File: src/rtl/flag_cond_unit_pkg.sv
// Shared types and constants for the flag/condition unit: branch op encoding,
// ARM condition codes, FSM states and NZCV bit positions.
package cond_pkg;

   typedef enum logic [1:0] {
      OP_B     = 2'd0,
      OP_BCOND = 2'd1,
      OP_CBZ   = 2'd2,
      OP_CBNZ  = 2'd3
   } cond_op_t;

   localparam logic [3:0] COND_EQ = 4'd0;
   localparam logic [3:0] COND_NE = 4'd1;
   localparam logic [3:0] COND_HS = 4'd2;
   localparam logic [3:0] COND_LO = 4'd3;
   localparam logic [3:0] COND_MI = 4'd4;
   localparam logic [3:0] COND_PL = 4'd5;
   localparam logic [3:0] COND_VS = 4'd6;
   localparam logic [3:0] COND_VC = 4'd7;
   localparam logic [3:0] COND_HI = 4'd8;
   localparam logic [3:0] COND_LS = 4'd9;
   localparam logic [3:0] COND_GE = 4'd10;
   localparam logic [3:0] COND_LT = 4'd11;
   localparam logic [3:0] COND_GT = 4'd12;
   localparam logic [3:0] COND_LE = 4'd13;
   localparam logic [3:0] COND_AL = 4'd14;
   localparam logic [3:0] COND_NV = 4'd15;

   typedef enum logic {
      IDLE = 1'b0,
      RESP = 1'b1
   } fsm_state_t;

   localparam int FLAG_N = 3;
   localparam int FLAG_Z = 2;
   localparam int FLAG_C = 1;
   localparam int FLAG_V = 0;

endpackage

File: src/rtl/flag_cond_unit_cond_eval.sv
// Combinational ARM condition-code evaluator over an {N,Z,C,V} vector.
module cond_eval
   import cond_pkg::*;
(
   input  logic [3:0] nzcv,
   input  logic [3:0] code,
   output logic       pass
);

   logic n, z, c, v;

   always_comb begin
      n    = nzcv[FLAG_N];
      z    = nzcv[FLAG_Z];
      c    = nzcv[FLAG_C];
      v    = nzcv[FLAG_V];
      pass = 1'b1;
      case (code)
         COND_EQ: pass = z;
         COND_NE: pass = ~z;
         COND_HS: pass = c;
         COND_LO: pass = ~c;
         COND_MI: pass = n;
         COND_PL: pass = ~n;
         COND_VS: pass = v;
         COND_VC: pass = ~v;
         COND_HI: pass = c & ~z;
         COND_LS: pass = ~c | z;
         COND_GE: pass = (n == v);
         COND_LT: pass = (n != v);
         COND_GT: pass = ~z & (n == v);
         COND_LE: pass = z | (n != v);
         default: pass = 1'b1;  // AL and NV both always pass
      endcase
   end

endmodule

File: src/rtl/flag_cond_unit.sv
// NZCV register, in-flight flag-writer tracking and branch decision handshake.
// Optional macro FLAG_FWD_EN: let B.cond consume the last writer's flags in its retire cycle.
module flag_cond_unit
   import cond_pkg::*;
#(
   parameter int MAX_PEND = 3,
   parameter int DATA_W   = 64
) (
   input  logic              clk,
   input  logic              reset,
   input  logic              issue_setflags,
   output logic              issue_ready,
   input  logic              alu_valid,
   input  logic              set_flags,
   input  logic              alu_negative,
   input  logic              alu_zero,
   input  logic              alu_overflow,
   input  logic              alu_carry_out,
   input  logic              cond_valid,
   output logic              cond_ready,
   input  logic [1:0]        cond_op,
   input  logic [3:0]        cond_code,
   input  logic [DATA_W-1:0] cbz_value,
   output logic              taken_valid,
   output logic              taken,
   input  logic              taken_ready,
   output logic [3:0]        flags
);

   localparam int PW = $clog2(MAX_PEND + 1);

   logic [3:0]    flags_q, flags_d;
   logic [PW-1:0] pend_q, pend_d;
   fsm_state_t    state_q, state_d;
   logic          taken_q, taken_d;

   logic          retire;
   logic [3:0]    alu_nzcv;
   logic [3:0]    eval_flags;
   logic          is_bcond;
   logic          blk;
   logic          accept;
   logic          cond_pass;
   logic          decision;

   assign retire   = alu_valid & set_flags;
   assign alu_nzcv = {alu_negative, alu_zero, alu_carry_out, alu_overflow};
   assign is_bcond = (cond_op_t'(cond_op) == OP_BCOND);

`ifdef FLAG_FWD_EN
   logic fwd;
   // Last outstanding writer retiring with nothing new behind it: its flags are final.
   assign fwd        = (pend_q == PW'(1)) & retire & ~issue_setflags;
   assign blk        = is_bcond & (pend_q != '0) & ~fwd;
   assign eval_flags = fwd ? alu_nzcv : flags_q;
`else
   assign blk        = is_bcond & (pend_q != '0);
   assign eval_flags = flags_q;
`endif

   cond_eval u_cond_eval (
      .nzcv (eval_flags),
      .code (cond_code),
      .pass (cond_pass)
   );

   assign taken_valid = (state_q == RESP);
   assign taken       = taken_q;
   assign flags       = flags_q;
   assign issue_ready = (pend_q != PW'(MAX_PEND));
   assign cond_ready  = ~blk & (~taken_valid | taken_ready);
   assign accept      = cond_valid & cond_ready;

   always_comb begin
      decision = 1'b1;
      case (cond_op_t'(cond_op))
         OP_B:     decision = 1'b1;
         OP_BCOND: decision = cond_pass;
         OP_CBZ:   decision = (cbz_value == '0);
         OP_CBNZ:  decision = (cbz_value != '0);
         default:  decision = 1'b1;
      endcase
   end

   always_comb begin
      flags_d = flags_q;
      pend_d  = pend_q;
      state_d = state_q;
      taken_d = taken_q;

      if (retire) flags_d = alu_nzcv;

      // A retire with nothing outstanding only updates the flags.
      if (issue_setflags & ~retire & (pend_q != PW'(MAX_PEND)))
         pend_d = pend_q + PW'(1);
      else if (retire & ~issue_setflags & (pend_q != '0))
         pend_d = pend_q - PW'(1);

      if (accept) taken_d = decision;

      case (state_q)
         IDLE: if (accept) state_d = RESP;
         RESP: if (taken_ready) state_d = accept ? RESP : IDLE;
         default: state_d = IDLE;
      endcase
   end

   always_ff @(posedge clk or posedge reset) begin
      if (reset) begin
         flags_q <= 4'b0000;
         pend_q  <= '0;
         state_q <= IDLE;
         taken_q <= 1'b0;
      end else begin
         flags_q <= flags_d;
         pend_q  <= pend_d;
         state_q <= state_d;
         taken_q <= taken_d;
      end
   end

endmodule

File: config.mk
export PLATFORM = sky130hd
export DESIGN_NAME = flag_cond_unit
export DESIGN_NICKNAME = d
export VERILOG_FILES = /design/src/rtl/flag_cond_unit_pkg.sv /design/src/rtl/flag_cond_unit_cond_eval.sv /design/src/rtl/flag_cond_unit.sv
export SDC_FILE = /design/constraint.sdc
export NUM_CORES = 1
export LEC_CHECK = 0
export BUFFER_PORTS_ARGS = -buffer_cell sky130_fd_sc_hd__clkbuf_2
export CELL_PAD_IN_SITES_DETAIL_PLACEMENT = 1
export CELL_PAD_IN_SITES_GLOBAL_PLACEMENT = 1
export CORE_ASPECT_RATIO = 1.2
export CORE_MARGIN = 2
export CORE_UTILIZATION = 22
export CTS_BUF_LIST = sky130_fd_sc_hd__clkbuf_4
export CTS_CLUSTER_SIZE = 30
export DETAILED_ROUTE_END_ITERATION = 6
export PLACE_DENSITY = 0.89
export SYNTH_ARGS = -nofsm -noshare
export SYNTH_HDL_FRONTEND = slang
export SYNTH_HIERARCHICAL = 1
export SYNTH_SLANG_ARGS = --single-unit
File: constraint.sdc
create_clock -name clk -period 4 [get_ports clk]
set_input_delay 0.8 -clock clk [delete_from_list [all_inputs] [get_ports clk]]
set_output_delay 0.8 -clock clk [all_outputs]
set_load 0.02 [all_outputs]
* Yosys cells after proc, flatten, opt, wreduce, memory -nomap -nowiden
Cells that the tools add are included.
Widths: inputs -> output; s select.
** Storage, ports and cells
- Register bits :: 8
- Input bits :: 81
- Output and inout bits :: 8
- Word-level logic and storage cells :: 59
** Cells by class
- Add/subtract/negate cells :: 2
- Eq/ne operators :: 19
- Mux-type cells :: 7
- Bitwise logic cells :: 21
- Reductions and logical operators :: 6
** Operator list (count)
- $logic_not 64->1 :: 1
- $reduce_bool 64->1 :: 1
- $eq 4x4->1 const B :: 6
- $eq 4x3->1 const B :: 4
- $pmux 1 s14 :: 1
- $and 1x1->1 :: 10
- $eq 4x2->1 const B :: 2
- $not 1->1 :: 8
- $eq 2x2->1 const B :: 2
- $eq 4x1->1 const B :: 1
- $logic_not 4->1 :: 1
- $mux 2 :: 2
- $pmux 1 s4 :: 1
- $reduce_bool 2->1 :: 2
- $or 1x1->1 :: 3
- $add 2x1->2 const B :: 1
- $eq 2x1->1 const B :: 1
- $logic_not 2->1 :: 1
- $mux 1 :: 2
- $ne 2x2->1 const B :: 1
- $pmux 1 s2 :: 1
- $sub 2x1->2 const B :: 1
- $eq 1x1->1 :: 1
- $ne 1x1->1 :: 1

* Longest topological paths before layout
Gate-level depths: netlist of the first run.
- Depth in word-level cells :: 8
- Mapped depth :: 7
- Gate-level depth less buffers :: 6

* By module
Netlist of the first run, hierarchy kept.
** By module, submodules not included
- flag_cond_unit :: times used 1, cells each 58, area each 543.0 µm², seq. area each 200.2 µm²
- cond_eval :: times used 1, cells each 23, area each 165.2 µm², seq. area each 0.0 µm²

* Worst setup path after synthesis of the first run
Ideal clock, no wire load.
- Path kind :: in2reg
- Start :: in cond_code[3]
- End :: reg taken_q, in the netlist taken
- Library setup time :: 0.124 ns
- Arrival time :: 1.923 ns
- Required time :: 3.876 ns
- Path slack :: 1.953 ns
- Stages on the path :: 7
- Path buffers :: 1
- Cells stage by stage :: buf_2 -> and3b_1 -> a22oi_2 -> xnor2_1 -> a211o_1 -> nor4b_2 -> nor3_2
** On the way
- Cells in the longest elaborated chain, start to end :: 3
- Elaborated cells between the ends (all ways) :: 16
- Those cells by class :: 13 x eq/ne; 2 x mux; 1 x reduce/logical
** Ends and longest elaborated chain
- start, declared :: line flag_cond_unit.sv:22 : input logic [3:0] cond_code,
- $eq 4x4->1, or another cell as far along :: line flag_cond_unit_cond_eval.sv:18 : case (code)
- $pmux 1 s14 * :: line flag_cond_unit_cond_eval.sv:18
- net cond_pass :: line flag_cond_unit.sv:43 : logic cond_pass;
- $pmux 1 s4 * :: line flag_cond_unit.sv:76 : case (cond_op_t'(cond_op))
- end signal, assigned :: line flag_cond_unit.sv:118 : taken_q <= taken_d;
- end, declared :: line flag_cond_unit.sv:35 : logic taken_q, taken_d;
Mark *: on every way through the listed nets, which the timed path passes. The rest lies on a longest branch.
A chain may end at the register's enable or synchronous reset.

* Final worst setup path of the first run
- Start :: reg pend_q[0]
- End :: out cond_ready
** On the way
- Cells in the longest elaborated chain, start to end :: 4
** Ends and longest elaborated chain
- start, declared :: line flag_cond_unit.sv:33 : logic [PW-1:0] pend_q, pend_d;
- start signal, assigned :: line flag_cond_unit.sv:116 : pend_q <= pend_d;
- $reduce_bool 2->1 :: line flag_cond_unit.sv:57 : assign blk = is_bcond & (pend_q != '0);
- $and 1x1->1 :: line flag_cond_unit.sv:57
- $not 1->1 :: line flag_cond_unit.sv:71 : assign cond_ready = ~blk & (~taken_valid | taken_ready);
- $and 1x1->1 :: line flag_cond_unit.sv:71
- end, declared :: line flag_cond_unit.sv:20 : output logic cond_ready,
Every way passes these cells.

==> results of run 1 <==
## where the power goes
part | leakage, nW | switching, mW | internal, mW
clock | 0.0138 | 0.0268 | 0.0343
combinational | 0.506 | 0.0598 | 0.0662
sequential | 0.0884 | 0.0139 | 0.0927
total | 0.609 | 0.100 | 0.193
## cell usage after synthesis
library cell  number  area, sq um
buf_2              1         5.00
a211o_1            1         8.76
nand4_1            5         31.3
o22ai_1            1         6.26
nor4b_2            1         15.0
a21o_2             1         8.76
nand2_1            6         22.5
a21oi_1            4         20.0
nor4_2             2         25.0
xnor2_1            4         35.0
inv_1              3         11.3
dfrtp_1            8          200
a31oi_2            1         12.5
mux2i_1            2         20.0
and3b_1            1         8.76
o32ai_1            1         8.76
nor4_1            15         93.8
nand2b_1           2         12.5
and2_1             1         6.26
o21ai_0            2         10.0
nor2_1             3         11.3
nor3_2             1         10.0
or2_1              1         6.26
nor2b_1            3         18.8
a31oi_1            1         6.26
nand4b_1           1         8.76
mux2_2             4         45.0
nor3b_1            2         15.0
a211oi_1           1         7.51
a22oi_2            1         12.5
nor3_1             1         5.00
## worst max-delay path: cells and delay by family, from the launching register on
family | cells | cell delay (ps)
buf+inv | 1 | 220
compound gates | 1 | 270
flops | 1 | 440
simple gates | 1 | 240
## cell type report
type | count | area [sq um]
Fill cell | 421 | 1840
Multi-Input combinational cell | 69 | 492
Timing Repair Buffer | 88 | 440
Sequential cell | 8 | 200
Tap cell | 36 | 45.0
Clock buffer | 3 | 22.5
Inverter | 3 | 11.3
## how the worst min path moves through the flow
stage                    from         to  depth (start not counted)
detailed placement   flags[1]   flags[1]                          1
floorplan           pend_q[0]  pend_q[0]                          1
global route            reset   flags[2]                          2
global placement    pend_q[0]  pend_q[0]                          1
finish                  reset   flags[1]                          2
CTS                     reset   flags[2]                          2
## sequential cells by signal, summed over array words and instances (netlist names)
name and count:
pend_q 2, taken 1, taken_valid 1, flags 4
## metal layers
layer | vias up | wire, um | global-route usage, %
li1 | 503 | - | -
met1 | 446 | 917 | 12.8
met2 | 59 | 1460 | 29.9
met3 | 2 | 315 | 4.89
met4 | 0 | 17 | 3.66
met5 | - | 0 | 0
## per-stage QoR
stage	hold slack [ps]	power (mW)	instance area (sq um)	instances	setup slack, ps
final	460	0.294	1210	207	1780
after global routing	491	0.313	1210	207	1720
after CTS	474	0.298	1210	207	1770
after detailed placement	557	0.237	1190	204	1770
after global placement	559	0.233	1190	204	1810
after floorplan	518	0.171	708	81	1950
## kinds of logic after synthesis
family | count (synthesis) | share of synthesized area, %
buffers and inverters | 4 | 2.30
and+or+nand+nor | 45 | 41.0
muxes | 6 | 9.19
DFF | 8 | 28.3
xor gates and xnor gates | 4 | 4.95
AOI/OAI and AO/OA | 14 | 14.3
## placed cells by master (no fill, tap or decap), types with 2 or more instances in the layout
cell	synthesis	routed
nor4_2	2	2
a21oi_1	4	4
nor3b_1	2	2
nand2_1	6	6
nor2_1	3	3
o21ai_0	2	2
nor2b_1	3	3
inv_1	3	3
mux2_2	4	4
mux2i_1	2	2
xnor2_1	4	4
clkbuf_2	0	88
nand4_1	5	5
nor4_1	15	15
clkbuf_4	0	3
dfrtp_1	8	8
nand2b_1	2	2
==> run summary, run 1 <==
maximum VDD drop: 169 uV
ratio of total power to cell area: 242 mW/mm^2
Crit Path Max Fanout: 7
status: finished clean
Worst setup SP type: flip-flop
Tot GR Track Use: 14.3%
first-pass GRT wire length: 4260 um
Pins Over Slew Limit: 0
Bufs on Longest Clock Path: 2
vias in the first global route: 1005
register area share after synthesis: 28.3%
synthesized area: 708 sq um
number of post-CTS setup repair buffers: 0
CORE AREA: 0.00306 sq mm
final setup violation count: 0
syn nets: 162
clk root buf: clkbuf_4
fin crit share: 55.5%
FF-to-FF End: taken
reg2reg setup slack: 2350 ps
Avg WL per Cell: 13.1 um
antenna cell count: 0
fin crit period: 2220 ps
Peak Freq: 450 MHz
drc violations: 0
CP Data Arrival Time: 1420 ps
Yosys cell types: 31
Post-Synthesis Cells: 81
critical path type: reg2out
Hold Buf Count CTS: 0
critical path endpoint: cond_ready
initial antenna violation count: 0
port bufs: 88
# IOs: 89
largest net degree at the start of global routing: 10
Critical Path RT: 3200 ps
DR vias: 1010
ANT nets after route: 0
H-tree levels: 1
synth warn: 6
crit path capture type: output port
clock sinks: 8
Post-Route Utilization: 39.6%
Hold Crit Class: in2async
overall die height: 66.2 um
Nets: 254
DP Wirelength: 2510 um
WL final: 2710 um
FF+latch count, synth: 8
Worst path slowest cell: dfrtp_1
actual slew at the worst max-slew pin: 340 ps
drt first pass iters: 4
Critical Path Source: pend_q[0]
Fin. Hold Viols: 0
RSZ-0062 raised after global routing: no
row cnt: 22
Area Overhead vs Synth: 71.0%
Slew headroom: 77.1%
clock buffer count from CTS: 3
cts repair resizes: 0
clk_skew: 5.15 ps
Syn Area/Cell: 8.74 sq um
FF-to-FF Start: flags[3]
Die ar.: 0.00369 sq mm
Initial Utilization: 23.2%
max-cap violations: 0
TNS Setup: 0 ps
Initial DRC Count: 8
CP cell instances: or2_1 -> a31oi_2 -> clkbuf_2
total congestion overflow: 0
CP max stage delay: 440 ps
Die W: 55.8 um
via density per instance: 4.88
Clock Latency Late Sink: 250 ps
CTS tree: built
gpl congestion: 0.735
leakage: 0.609 nW
Worst-path clk slew: 50 ps
Worst R2R Path Depth: 6
share of cells above drive strength 1: 59.6%
No activity file was read; power rests on OpenSTA's default activity.
==> inputs of run 2 (changes only) <==
Settings changed: CORE_UTILIZATION 22 to 18, PLACE_DENSITY 0.89 to 0.78.
Clock period 4 ns to 1.95 ns, I/O delays scaled along.
==> run summary, run 2 (synthesis gave the netlist of run 1 again) <==
Die W: 61.3 um
Avg WL per Cell: 13.4 um
Switching Fraction: 34.2%
ratio of total power to cell area: 489 mW/mm^2
CTS tree: built
Worst R2R Path Depth: 6
crit path capture type: output port
final setup violation count: 0
Reg power frac: 36.4%
fin crit period: 1840 ps
Die ar.: 0.00445 sq mm
CP cell instances: or2_1 -> a31oi_2 -> clkbuf_2
CP Depth: 3
Crit Path Max Fanout: 7
H-tree levels: 1
ANT nets after route: 0
max-cap violations: 0
placed cell count: 220
FF-to-FF Start: flags[3]
internal power: 0.396 mW
port bufs: 88
Hold Crit Class: in2async
P_sw: 0.206 mW
Pwr Total: 0.602 mW
Tot GR Track Use: 12.7%
Nets: 254
Pins Over Slew Limit: 0
CP max stage delay: 440 ps
largest net degree at the start of global routing: 10
logic gate share of total power: 43.3%
busiest grt layer: met2
gpl congestion: 0.679
# IOs: 89
DP Wirelength: 2770 um
clock sinks: 8
clock buffer count from CTS: 3
max reg flops: 4
Slew headroom: 66.7%
clk root buf: clkbuf_4
antenna cell count: 0
met2 Use GR: 27.4%
Worst-path clk slew: 60 ps
Area Overhead vs Synth: 73.9%
met3 usage: 3.55%
number of post-CTS setup repair buffers: 0
drt first pass iters: 4
cts repair resizes: 0
clk_skew: 10.6 ps
Crit path max-delay family: flip-flops
Worst path slowest cell: dfrtp_1
row cnt: 24
final non-filler cell total: 223
FF-to-FF End: taken
status: finished clean
DR vias: 1051
CORE AREA: 0.00369 sq mm
Bufs and invs on worst path: 1
overall die height: 72.7 um
hold slack: 56.1 ps
Initial Utilization: 19.2%
commonest non-fill, non-tap cell in the layout: clkbuf_2
Bufs on Longest Clock Path: 2
vias in the first global route: 1072
post-route cell area: 0.00123 sq mm
fin crit share: 94.3%
placed inst area: 0.00121 sq mm
first-pass GRT wire length: 4180 um
via density per instance: 4.71
RSZ-0062 raised after global routing: no
Post-Route Utilization: 33.3%
Fillers: 491
TNS Setup: 0 ps
share of cells above drive strength 1: 59.6%
power share of the clock group: 20.3%
actual slew at the worst max-slew pin: 496 ps
Hold Buf Count CTS: 0
initial antenna violation count: 0
leakage: 0.609 nW
Clock Latency Late Sink: 250 ps
total congestion overflow: 0
Fin. Hold Viols: 0
met1 usage: 10.1%
commonest non-fill, non-tap cells in the layout: clkbuf_2, nor4_1, dfrtp_1, nand2_1, nand4_1
drc violations: 0
dpl ws: 153 ps
critical path type: reg2out
Worst setup SP type: flip-flop
reg2reg setup slack: 280 ps
Peak Freq: 544 MHz
Final WS setup: 111 ps
WL final: 3000 um
CP Data Arrival Time: 1450 ps
Critical Path RT: 1560 ps
maximum VDD drop: 137 uV
Initial DRC Count: 9
==> run 2: cell counts in the layout (fill, tap and decap cells not counted) <==
Identical to the previous run, type by type.
==> run 2: cell type report <==
cell class | instances | area, sq um | share of cell area [%]
inverters | 3 | 11.3 | 0.915
clock buffers | 3 | 22.5 | 1.83
flip-flops and latches | 8 | 200 | 16.3
well taps | 52 | 65.1 | 5.28
repair buffers | 88 | 440 | 35.8
multi-input cells | 69 | 492 | 39.9
==> run 2: power groups by stage <==
| stage | sequential, mW | combinational (mW) | clock [mW] |
|---|---|---|---|
| final | 0.219 | 0.261 | 0.122 |
| after detailed placement | 0.223 | 0.264 | 0 |
| after CTS | 0.220 | 0.265 | 0.130 |
| after global placement | 0.222 | 0.261 | 0 |
| after floorplan | 0.240 | 0.110 | 0 |
| after global routing | 0.224 | 0.290 | 0.137 |
==> run 2: worst reg2reg max path: stages, from the launching register on <==
cell	delay [ps]
dfrtp_1	450
a21o_2	240
a21oi_1	140
o32ai_1	110
a211o_1	260
nor4b_2	290
nor3_2	60
==> run 2: metal layers <==
layer / vias up / share of wire (%)
met4: 0 / 0
met1: 486 / 30
li1: 503 / -
met2: 62 / 56
met3: 0 / 15
met5: - / 0
==> run 2: how the worst max path moves through the flow <==
stage / from / endpoint
after floorplan: cond_code[3] / taken
after global placement: cbz_value[6] / taken
after detailed placement: cbz_value[6] / taken
after CTS: pend_q[0] / cond_ready
after global routing: pend_q[0] / cond_ready
final: pend_q[0] / cond_ready
==> inputs of run 3 (changes only) <==
Settings changed: CORE_UTILIZATION 18 to 20, PLACE_DENSITY 0.78 to 0.82.
Clock period 1.95 ns to 2.1 ns, I/O delays scaled along.
==> run summary, run 3 (synthesis gave the netlist of run 1 again) <==
max reg flops: 4
clock sinks: 8
placed cell count: 205
Critical Path Source: pend_q[0]
via density per instance: 4.99
area of the multi-input gates: 492 sq um
Clock Latency Late Sink: 250 ps
first-pass GRT wire length: 4220 um
Area Overhead vs Synth: 71.2%
clock buffer count from CTS: 3
final setup violation count: 0
port bufs: 88
Tot GR Track Use: 13.2%
CTS tree: built
maximum VDD drop: 277 uV
Hold Buf Count CTS: 0
Nets: 254
FF/Latch Area: 200 sq um
Worst setup SP type: flip-flop
placed inst area: 0.00119 sq mm
drt first pass iters: 4
# IOs: 89
CP max stage delay: 440 ps
Crit Path Max Fanout: 7
Fin. Hold Viols: 0
commonest non-fill, non-tap cells in the layout: clkbuf_2, nor4_1, dfrtp_1, nand2_1, nand4_1
max-cap violations: 0
Worst-path clk slew: 50 ps
dpl ws: 285 ps
total congestion overflow: 0
H-tree levels: 1
vias in the first global route: 1034
WL final: 2790 um
leakage: 0.609 nW
CORE AREA: 0.00337 sq mm
ratio of total power to cell area: 461 mW/mm^2
crit path capture type: output port
Post-Route Utilization: 36.0%
largest net degree at the start of global routing: 10
antenna cell count: 0
share of cells above drive strength 1: 59.6%
Initial DRC Count: 14
Avg WL per Cell: 13.4 um
Initial Utilization: 21.0%
clk root buf: clkbuf_4
actual slew at the worst max-slew pin: 315 ps
Peak Freq: 540 MHz
initial antenna violation count: 0
reg2reg setup slack: 430 ps
Worst R2R Path Depth: 6
Pwr Total: 0.559 mW
Worst path slowest cell: dfrtp_1
Critical Path RT: 1680 ps
Slew headroom: 79.0%
post-route cell area: 0.00121 sq mm
fin crit share: 88.1%
final non-filler cell total: 208
drc violations: 0
number of post-CTS setup repair buffers: 0
status: finished clean
hold slack: 91.0 ps
gpl congestion: 0.753
FF-to-FF End: taken
FF-to-FF Start: flags[3]
Pins Over Slew Limit: 0
critical path type: reg2out
overall die height: 69.2 um
CP cell instances: or2_1 -> a31oi_2 -> clkbuf_2
TNS Setup: 0 ps
Hold Crit Class: in2async
DP Wirelength: 2550 um
ANT nets after route: 0
CP Data Arrival Time: 1430 ps
Die W: 58.3 um
RSZ-0062 raised after global routing: no
fin crit period: 1850 ps
commonest non-fill, non-tap cell in the layout: clkbuf_2
Die ar.: 0.00403 sq mm
DR vias: 1038
cts repair resizes: 0
Fillers: 454
clk_skew: 0.515 ps
Bufs on Longest Clock Path: 2
Final WS setup: 249 ps
row cnt: 23
run 3: cell counts in the layout (fill, tap and decap cells not counted):
Identical to the previous run, type by type.
run 3: how the worst max path moves through the flow:
stage          slack (ps)    endpoint
6_report              250  cond_ready
5_1_grt               160  cond_ready
4_1_cts               240  cond_ready
3_5_place_dp          290       taken
3_3_place_gp          310       taken
2_1_floorplan         430       taken
run 3: power by group:
group	internal [mW]	total (mW)	switching, mW	leakage, nW
Combinational	0.126	0.240	0.114	0.506
Clock	0.0652	0.114	0.0490	0.0138
Sequential	0.177	0.205	0.0282	0.0884
Total	0.368	0.559	0.191	0.609
run 3: critical path, delay by kind of cell (launching register included):
| family | cells | cell delay [ps] |
|---|---|---|
| AOI/OAI and AO/OA | 1 | 280 |
| buffers and inverters | 1 | 220 |
| DFF | 1 | 440 |
| and+or+nand+nor | 1 | 240 |
run 3: area by class of cell:
class                      count  area share, %
clock buffer                   3           1.86
inverter                       3          0.929
sequential                     8           16.5
multi-input combinational     69           40.6
timing repair buffer          88           36.3
tap                           37           3.82
run 3: routing by layer:
metal / track usage [%] / share of wire, % / up-vias
li1: - / - / 504
met1: 12.2 / 33 / 471
met2: 26.1 / 53 / 61
met3: 3.92 / 13 / 2
met4: 3.88 / 0.50 / 0
met5: 0 / 0 / -
